`src/rtl/lcd_controller.sv`:
```
`default_nettype none
// ============================================================================
// Module   : lcd_controller
// Purpose  : Write-only character LCD controller behind a custom-instruction
//            port: byte writes, timed E strobe, init sequence, one-deep queue.
// Revision : 1.0  initial release
// ============================================================================
module lcd_controller #(
    parameter int EN_PULSE_CYC     = 25,
    parameter int CMD_WAIT_CYC     = 2500,
    parameter int CLEAR_WAIT_CYC   = 82000,
    parameter int POWERUP_WAIT_CYC = 750000,
    parameter bit INIT_ON_RESET    = 1'b1
) (
    input  logic        clk,
    input  logic        reset,
    input  logic        clk_en,
    input  logic        start,
    input  logic [31:0] dataa,
    input  logic [31:0] datab,
    output logic [31:0] result,
    output logic        done,
    output logic        lcd_enable,
    output logic        lcd_rs,
    output logic        lcd_rw,
    output logic [7:0]  lcd_data
);

    localparam int C_MAX_A    = (EN_PULSE_CYC > CMD_WAIT_CYC) ? EN_PULSE_CYC : CMD_WAIT_CYC;
    localparam int C_MAX_B    = (CLEAR_WAIT_CYC > POWERUP_WAIT_CYC) ? CLEAR_WAIT_CYC : POWERUP_WAIT_CYC;
    localparam int C_MAX_WAIT = (C_MAX_A > C_MAX_B) ? C_MAX_A : C_MAX_B;
    localparam int C_CNT_W    = ($clog2(C_MAX_WAIT + 1) > 20) ? $clog2(C_MAX_WAIT + 1) : 20;

    localparam logic [2:0] C_IDLE    = 3'd0;
    localparam logic [2:0] C_POWERUP = 3'd1;
    localparam logic [2:0] C_SETUP   = 3'd2;
    localparam logic [2:0] C_PULSE   = 3'd3;
    localparam logic [2:0] C_WAIT    = 3'd4;
    localparam logic [2:0] C_NEXT    = 3'd5;
    localparam logic [2:0] C_DONE    = 3'd6;

    logic [2:0]         r_state;
    logic [C_CNT_W-1:0] r_cnt;
    logic               r_rs;
    logic [7:0]         r_byte;
    logic [31:0]        r_result;
    logic               r_init_flag;
    logic               r_init_run;
    logic               r_init_auto;
    logic [1:0]         r_init_idx;
    logic               r_pend_valid;
    logic [7:0]         r_pend_byte;
    logic               r_pend_rs;
    logic               r_pend_init;

    logic               w_last_init;
    logic               w_launch_pt;
    logic               w_req_valid;
    logic               w_req_init;
    logic               w_req_rs;
    logic [7:0]         w_req_byte;
    logic [C_CNT_W-1:0] w_wait_cyc;
    logic               w_unused;

    function automatic logic [7:0] init_cmd(input logic [1:0] idx);
        case (idx)
            2'd0:    init_cmd = 8'h38;
            2'd1:    init_cmd = 8'h0F;
            2'd2:    init_cmd = 8'h01;
            default: init_cmd = 8'h06;
        endcase
    endfunction

    assign w_last_init = r_init_run && (r_init_idx == 2'd3);
    // Points where a new operation may begin: idle, done, or the tail of an automatic init
    assign w_launch_pt = (r_state == C_IDLE) || (r_state == C_DONE) ||
                         ((r_state == C_NEXT) && w_last_init && r_init_auto);
    assign w_req_valid = r_pend_valid || start;
    assign w_req_init  = r_pend_valid ? r_pend_init : datab[1];
    assign w_req_rs    = r_pend_valid ? r_pend_rs   : datab[0];
    assign w_req_byte  = r_pend_valid ? r_pend_byte : dataa[7:0];
    assign w_wait_cyc  = (!r_rs && ((r_byte == 8'h01) || (r_byte == 8'h02))) ?
                         C_CNT_W'(CLEAR_WAIT_CYC) : C_CNT_W'(CMD_WAIT_CYC);
    assign w_unused    = ^{dataa[31:8], datab[31:2]};

    always_ff @(posedge clk or posedge reset) begin
        if (reset) begin
            r_state      <= INIT_ON_RESET ? C_POWERUP : C_IDLE;
            r_cnt        <= INIT_ON_RESET ? C_CNT_W'(POWERUP_WAIT_CYC - 1) : '0;
            r_rs         <= 1'b0;
            r_byte       <= 8'h00;
            r_result     <= 32'h0;
            r_init_flag  <= 1'b0;
            r_init_run   <= INIT_ON_RESET;
            r_init_auto  <= INIT_ON_RESET;
            r_init_idx   <= 2'd0;
            r_pend_valid <= 1'b0;
            r_pend_byte  <= 8'h00;
            r_pend_rs    <= 1'b0;
            r_pend_init  <= 1'b0;
        end else if (clk_en) begin
            if (w_launch_pt) begin
                r_pend_valid <= 1'b0;
            end else if (start && !r_pend_valid) begin
                r_pend_valid <= 1'b1;
                r_pend_byte  <= dataa[7:0];
                r_pend_rs    <= datab[0];
                r_pend_init  <= datab[1];
            end

            if ((r_state == C_NEXT) && w_last_init) begin
                r_init_flag <= 1'b1;
            end

            if (w_launch_pt && w_req_valid) begin
                r_init_auto <= 1'b0;
                if (w_req_init) begin
                    r_state    <= C_POWERUP;
                    r_cnt      <= C_CNT_W'(POWERUP_WAIT_CYC - 1);
                    r_init_run <= 1'b1;
                end else begin
                    r_state    <= C_SETUP;
                    r_rs       <= w_req_rs;
                    r_byte     <= w_req_byte;
                    r_init_run <= 1'b0;
                end
            end else begin
                case (r_state)
                    C_IDLE: r_state <= C_IDLE;
                    C_POWERUP: begin
                        if (r_cnt == '0) begin
                            r_state    <= C_SETUP;
                            r_rs       <= 1'b0;
                            r_byte     <= init_cmd(2'd0);
                            r_init_idx <= 2'd0;
                        end else begin
                            r_cnt <= r_cnt - 1'b1;
                        end
                    end
                    C_SETUP: begin
                        r_state <= C_PULSE;
                        r_cnt   <= C_CNT_W'(EN_PULSE_CYC - 1);
                    end
                    C_PULSE: begin
                        if (r_cnt != '0) begin
                            r_cnt <= r_cnt - 1'b1;
                        end else if (w_wait_cyc == C_CNT_W'(1)) begin
                            r_state <= C_NEXT;
                        end else begin
                            // NEXT supplies the final wait cycle
                            r_state <= C_WAIT;
                            r_cnt   <= w_wait_cyc - C_CNT_W'(2);
                        end
                    end
                    C_WAIT: begin
                        if (r_cnt == '0) begin
                            r_state <= C_NEXT;
                        end else begin
                            r_cnt <= r_cnt - 1'b1;
                        end
                    end
                    C_NEXT: begin
                        if (r_init_run && !w_last_init) begin
                            r_state    <= C_SETUP;
                            r_init_idx <= r_init_idx + 2'd1;
                            r_byte     <= init_cmd(r_init_idx + 2'd1);
                        end else if (w_last_init && r_init_auto) begin
                            r_state     <= C_IDLE;
                            r_init_run  <= 1'b0;
                            r_init_auto <= 1'b0;
                        end else begin
                            r_state    <= C_DONE;
                            r_init_run <= 1'b0;
                            r_result   <= {r_init_flag | r_init_run, 22'd0, r_rs, r_byte};
                        end
                    end
                    C_DONE:  r_state <= C_IDLE;
                    default: r_state <= C_IDLE;
                endcase
            end
        end
    end

    assign result     = r_result;
    assign done       = (r_state == C_DONE);
    assign lcd_enable = (r_state == C_PULSE);
    assign lcd_rs     = r_rs;
    assign lcd_rw     = 1'b0;
    assign lcd_data   = r_byte;

endmodule
`default_nettype wire

```
`config.mk`:
```
export PLATFORM = sky130hd
export DESIGN_NAME = lcd_controller
export DESIGN_NICKNAME = d
export VERILOG_FILES = /design/src/rtl/lcd_controller.sv
export SDC_FILE = /design/constraint.sdc
export NUM_CORES = 1
export LEC_CHECK = 0
export ABC_AREA = 0
export CAP_MARGIN = 10
export CELL_PAD_IN_SITES_DETAIL_PLACEMENT = 0
export CELL_PAD_IN_SITES_GLOBAL_PLACEMENT = 1
export CORE_MARGIN = 5
export CORE_UTILIZATION = 36
export DETAILED_ROUTE_END_ITERATION = 10
export PLACE_DENSITY_LB_ADDON = 0.1
export SETUP_SLACK_MARGIN = 0.4
export SKIP_CTS_REPAIR_TIMING = 1
export SLEW_MARGIN = 20
export SYNTH_ARGS = -nofsm -noshare
export SYNTH_HDL_FRONTEND = slang
export SYNTH_SLANG_ARGS = --single-unit
export TNS_END_PERCENT = 10
```
`constraint.sdc`:
```
create_clock -name clk -period 2.6 [get_ports clk]
set_input_delay 0.52 -clock clk [delete_from_list [all_inputs] [get_ports clk]]
set_output_delay 0.52 -clock clk [all_outputs]
set_load 0.05 [all_outputs]
```
# --- Yosys cells after proc, flatten, opt, wreduce, memory -nomap -nowiden ---
# Cells that the tools add are included.
word_totals:
  reg_bits: 58
  out_inout_bits: 44
  word_cells: 125
  inputBits: 68
op_classes:
  reduce_logical: 39
  n_mux: 42
  bitwise_logic: 5
  n_addsub: 3
  n_eq_ne: 23
op_table:
  columns: ["cell", "n"]
  rows:
  - ["$mux 20", 5]
  - ["$pmux 20 s3", 1]
  - ["$mux 8", 5]
  - ["$logic_not 20->1", 1]
  - ["$reduce_and 5->1", 4]
  - ["$reduce_bool 20->1", 1]
  - ["$sub 20x1->20 const B", 1]
  - ["$mux 3", 6]
  - ["$pmux 6 s3", 1]
  - ["$sub 17x2->18 const B", 1]
  - ["$eq 17x1->1 const B", 1]
  - ["$mux 1", 17]
  - ["$mux 17", 1]
  - ["$pmux 8 s2", 1]
  - ["$pmux 3 s5", 1]
  - ["$ne 3x3->1 const B", 4]
  - ["$reduce_and 4->1", 3]
  - ["$reduce_bool 2->1", 6]
  - ["$eq 3x3->1 const B", 3]
  - ["$eq 8x1->1 const B", 1]
  - ["$eq 8x2->1 const B", 1]
  - ["$logic_and 1x1->1", 8]
  - ["$ne 2x2->1 const B", 4]
  - ["$eq 3x2->1 const B", 2]
  - ["20 further kinds", 33]

# --- Longest topological paths before layout ---
logic_depth:
  depth_word: 9
  ltp_mapped: 8
  ltp_nobuf: 7

# --- Least setup slack after synthesis ---
# Ideal clock, no wire load.
synth_path:
  path_type: "register -> register"
  from: "reg r_state[0]"
  to: "reg r_state[1]"
  period_less_slack_ns: 2.177
  stages_incl_launch_ff: 6
  n_path_buf: 0
  t_arrival_ns: 2.052
  setup_ns: 0.125
  required_time_ns: 2.475
  path_slack_ns: 0.423
  path_cell_list: "dfstp_2 and3b_1 a211oi_2 nor3_1 or3b_2 mux2_2"
synth_via:
  word_cells_on_any_way: 18
  classes_between: "9 x eq/ne; 2 x mux; 7 x reduce/logical"
synth_lines:
  columns: ["element", "line", "source"]
  rows:
  - ["from (decl)", "42", "logic [2:0] r_state;"]
  - ["from (signal assigned)", "88", "r_state <= INIT_ON_RESET ? C_POWERUP : C_IDLE;"]
  - ["$eq 3x3->1 *", null, null]
  - ["named net done", "22", "output logic done,"]
  - ["$logic_or 1x1->1 * (2 in a row)", "76", "assign w_launch_pt = (r_state == C_IDLE) || (r_state == C_DONE) ||"]
  - ["$logic_and 1x1->1 *", "115", "if (w_launch_pt && w_req_valid) begin"]
  - ["$ne 3x3->1 (no line)", null, null]
  - ["$reduce_and 4->1 (no line)", null, null]
# The timed path passes the listed nets; every way through them passes the cells marked *.
# A chain may end at the register's enable or synchronous reset.

# --- Worst setup path after layout ---
layout_path:
  from: "reg r_cnt[11]"
  to: "reg r_cnt[9]"
layout_via:
  elab_chain_len: 4
  word_cells_on_any_way: 8
  classes_between: "2 x eq/ne; 3 x mux; 3 x reduce/logical"
layout_lines:
  columns: ["element", "line", "source"]
  rows:
  - ["from (decl)", "43", "logic [C_CNT_W-1:0] r_cnt;"]
  - ["from (signal assigned)", "89", "r_cnt <= INIT_ON_RESET ? C_CNT_W'(POWERUP_WAIT_CYC - 1) : '0;"]
  - ["from (signal assigned)", "119", "r_cnt <= C_CNT_W'(POWERUP_WAIT_CYC - 1);"]
  - ["from (signal assigned)", "137", "r_cnt <= r_cnt - 1'b1;"]
  - ["$reduce_bool 20->1", "145", "if (r_cnt != '0) begin"]
  - ["$mux 20", "145", null]
  - ["$pmux 20 s3", "128", "case (r_state)"]
  - ["$mux 20", "115", null]
# Parallel ways exist; a longest one is shown, timed or not.

==> metrics.txt <==
die width=111 um; CP endpoint kind=register; first-pass GRT wire length=15800 um; PortBufs=34; Setup-failing EPs final=0; power density over cell area=1330 nW/um2; die area=12400 um2; initial detailed-routing violation count=139; hold worst-path end=r_init_flag; Die Height=111 um; crit-path max FO=9; worst r2r dst=r_cnt[9]; Synth Flop Type=dfrtp_1; boundary pin count=112; vias per std cell=5.35; outcome=complete, no violations; Setup Skew=0.00983 ns; Final Hold Fails=0; initial antenna violation count=0; Slew @ Worst Pin=0.612 ns; # DRC=0; Max Cap Viol=0; routability-driven placement congestion ratio=0.855; fmax=445 MHz; synth warn=0; RSZ-0062 raised after global routing=true; total power=6.23 mW; dpl hpwl=7070 um; Setup CP Type=register to register; worst hold start=r_init_flag; Reg2Reg Depth=7; wire per inst=17.6 um; total gr overflow=0; Final ANT Viol Nets=0; H-Tree Level Count=3; final period utilization=86.5%; Yosys cell types=72; total track usage=16.0%; CP Launch Type=register; fin nets=493; Syn Std Cell Area=3690 um2; Longest Clk Path Bufs=2; number of flops mapped to enable cells by yosys=0; TritonCTS Sinks=58; Lkg Pwr=2.02 nW; # diodes=0; Core ar.=10200 um2; Avg Synthesized Cell Area=10.5 um2; Setup TNS=0 ns; Root Buffer=clkbuf_8; WP data required=2.88 ns; sequential share of the synthesized area=39.9%; max-slew violation count=0; Rows=37; Slew headroom=59.1%; Routed WL=9890 um; Synth Instances=353; depth of the worst hold-timing path=1; Clock transition at path regs=0.07 ns; Num CTS Buffers=9; Layout area overhead=26.6%; Yosys reg bits=58; vias in the first global route=2919; worst reg-to-reg setup slack=0.35 ns; clk_lat worst skew=0.34 ns; CTS tree=built; VDD IR-drop max=0.000623 V; Min-Delay Path Class=register to register; Pre-Repair DR Iteration Count=4; Filler Cell Count=1007; worst path arrival time=2.53 ns; Synth async-reset ratio=100%; pin count of the biggest net entering global routing=34; r2r startpoint=r_cnt[11]; layout cells sized above 1=33.8%; total number of vias=3008; starting density of the core=36.3%; min Tclk post-route=2.25 ns
cells in the final DEF, fill, tap and decap left out, drive strengths merged, types with 8 or more instances in the layout:
master / n
buf: 44
dfrtp: 42
mux2: 33
clkdlybuf4s50: 32
conb: 23
nor2: 23
dfstp: 16
mux2i: 15
nand2: 15
nor3: 13
inv: 12
clkbuf: 11
o21ai: 11
nor4: 11
a21oi: 10
o22ai: 8
state kept, by name, summed over array words and instances (netlist names):
signal and flops:
r_pend_rs 1, r_init_idx 2, r_pend_valid 1, result 10, r_init_run 1, lcd_rs 1, r_pend_byte 8, r_init_flag 1
lcd_data 8, r_cnt 20, r_pend_init 1, r_state 3, r_init_auto 1
cell usage after synthesis, types with 4 or more instances:
master / count / area, um2
mux2_2: 32 / 360
a21oi_1: 10 / 50.1
dfrtp_1: 42 / 1050
nand2_1: 15 / 56.3
o22ai_1: 8 / 50.1
o211ai_1: 4 / 30.0
mux2i_1: 15 / 150
o21ai_0: 11 / 55.1
nor2_1: 21 / 78.8
dfstp_2: 16 / 420
buf_4: 23 / 173
a32o_1: 6 / 60.1
buf_6: 4 / 45.0
nor2b_1: 5 / 31.3
nor3_1: 11 / 55.1
clkbuf_1: 11 / 41.3
inv_1: 12 / 45.0
a211oi_1: 4 / 30.0
nor4_1: 7 / 43.8
nand3_1: 4 / 20.0
ha_1: 4 / 50.1
a22oi_1: 6 / 45.0
where the power goes:
part / total [mW] / switching (mW) / internal, mW / leakage (nW)
clock: 0.877 / 0.387 / 0.490 / 0.105
sequential: 1.71 / 0.365 / 1.35 / 0.700
combinational: 3.64 / 2.08 / 1.55 / 1.21
worst max-delay path, stage by stage, from the launching register on:
cell and delay (ns):
dfrtp_2 0.44, nor4_4 0.35, nand4_4 0.22, buf_4 0.23, o311a_4 0.45, buf_4 0.19
o22ai_1 0.15, a32o_1 0.14
stage by stage:
stage | cell area [um2] | setup slack [ns] | hold slack (ns) | cells | utilization, %
5_1_grt | 4680 | 0.289 | 0.507 | 562 | 45.9
2_1_floorplan | 3770 | 0.423 | 0.438 | 375 | -
6_report | 4680 | 0.352 | 0.470 | 562 | 45.9
3_5_place_dp | 4290 | 0.0298 | 0.459 | 536 | 42.1
3_3_place_gp | 4290 | 0.0101 | 0.456 | 536 | 42.1
4_1_cts | 4490 | 0.111 | 0.475 | 552 | 44.1
area by class of cell:
| cell class | instances | area (um2) | area share, % |
|---|---|---|---|
| timing repair buffer | 76 | 692 | 14.8 |
| clock buffer | 11 | 151 | 3.24 |
| multi-input combinational | 264 | 2090 | 44.7 |
| tap | 136 | 170 | 3.64 |
| clock inverter | 5 | 52.6 | 1.12 |
| inverter | 12 | 45.0 | 0.963 |
| sequential | 58 | 1480 | 31.6 |
kinds of logic (layout without fill, tap and decap cells):
kind of cell    count (synthesis)  after routing  synth area share, %
flops                          58             58                 39.9
buf+inv                        53            104                 8.61
fa+ha+maj                       4              4                 1.36
xor+xnor                        5              5                 1.19
compound gates                 84             84                 18.1
mux                            48             48                 14.1
other cells                     1             23                0.102
simple gates                  100            100                 16.7
how the worst max path moves through the flow:
stage	startpoint	end	slack [ns]	cells past startpoint
global route	r_cnt[11]	r_cnt[10]	0.29	7
global placement	start	lcd_data[3]	0.01	5
detailed placement	start	lcd_data[5]	0.03	5
finish	r_cnt[11]	r_cnt[9]	0.35	7
CTS	r_state[2]	lcd_data[3]	0.11	5
floorplan	r_state[0]	r_state[1]	0.42	5
routing by layer:
metal / global-route usage (%) / share of wire [%]
met5: 0 / 0
met4: 6.65 / 1.7
met3: 2.84 / 3.7
met2: 25.5 / 48
met1: 21.3 / 47
No activity file was read; power rests on OpenSTA's default activity.
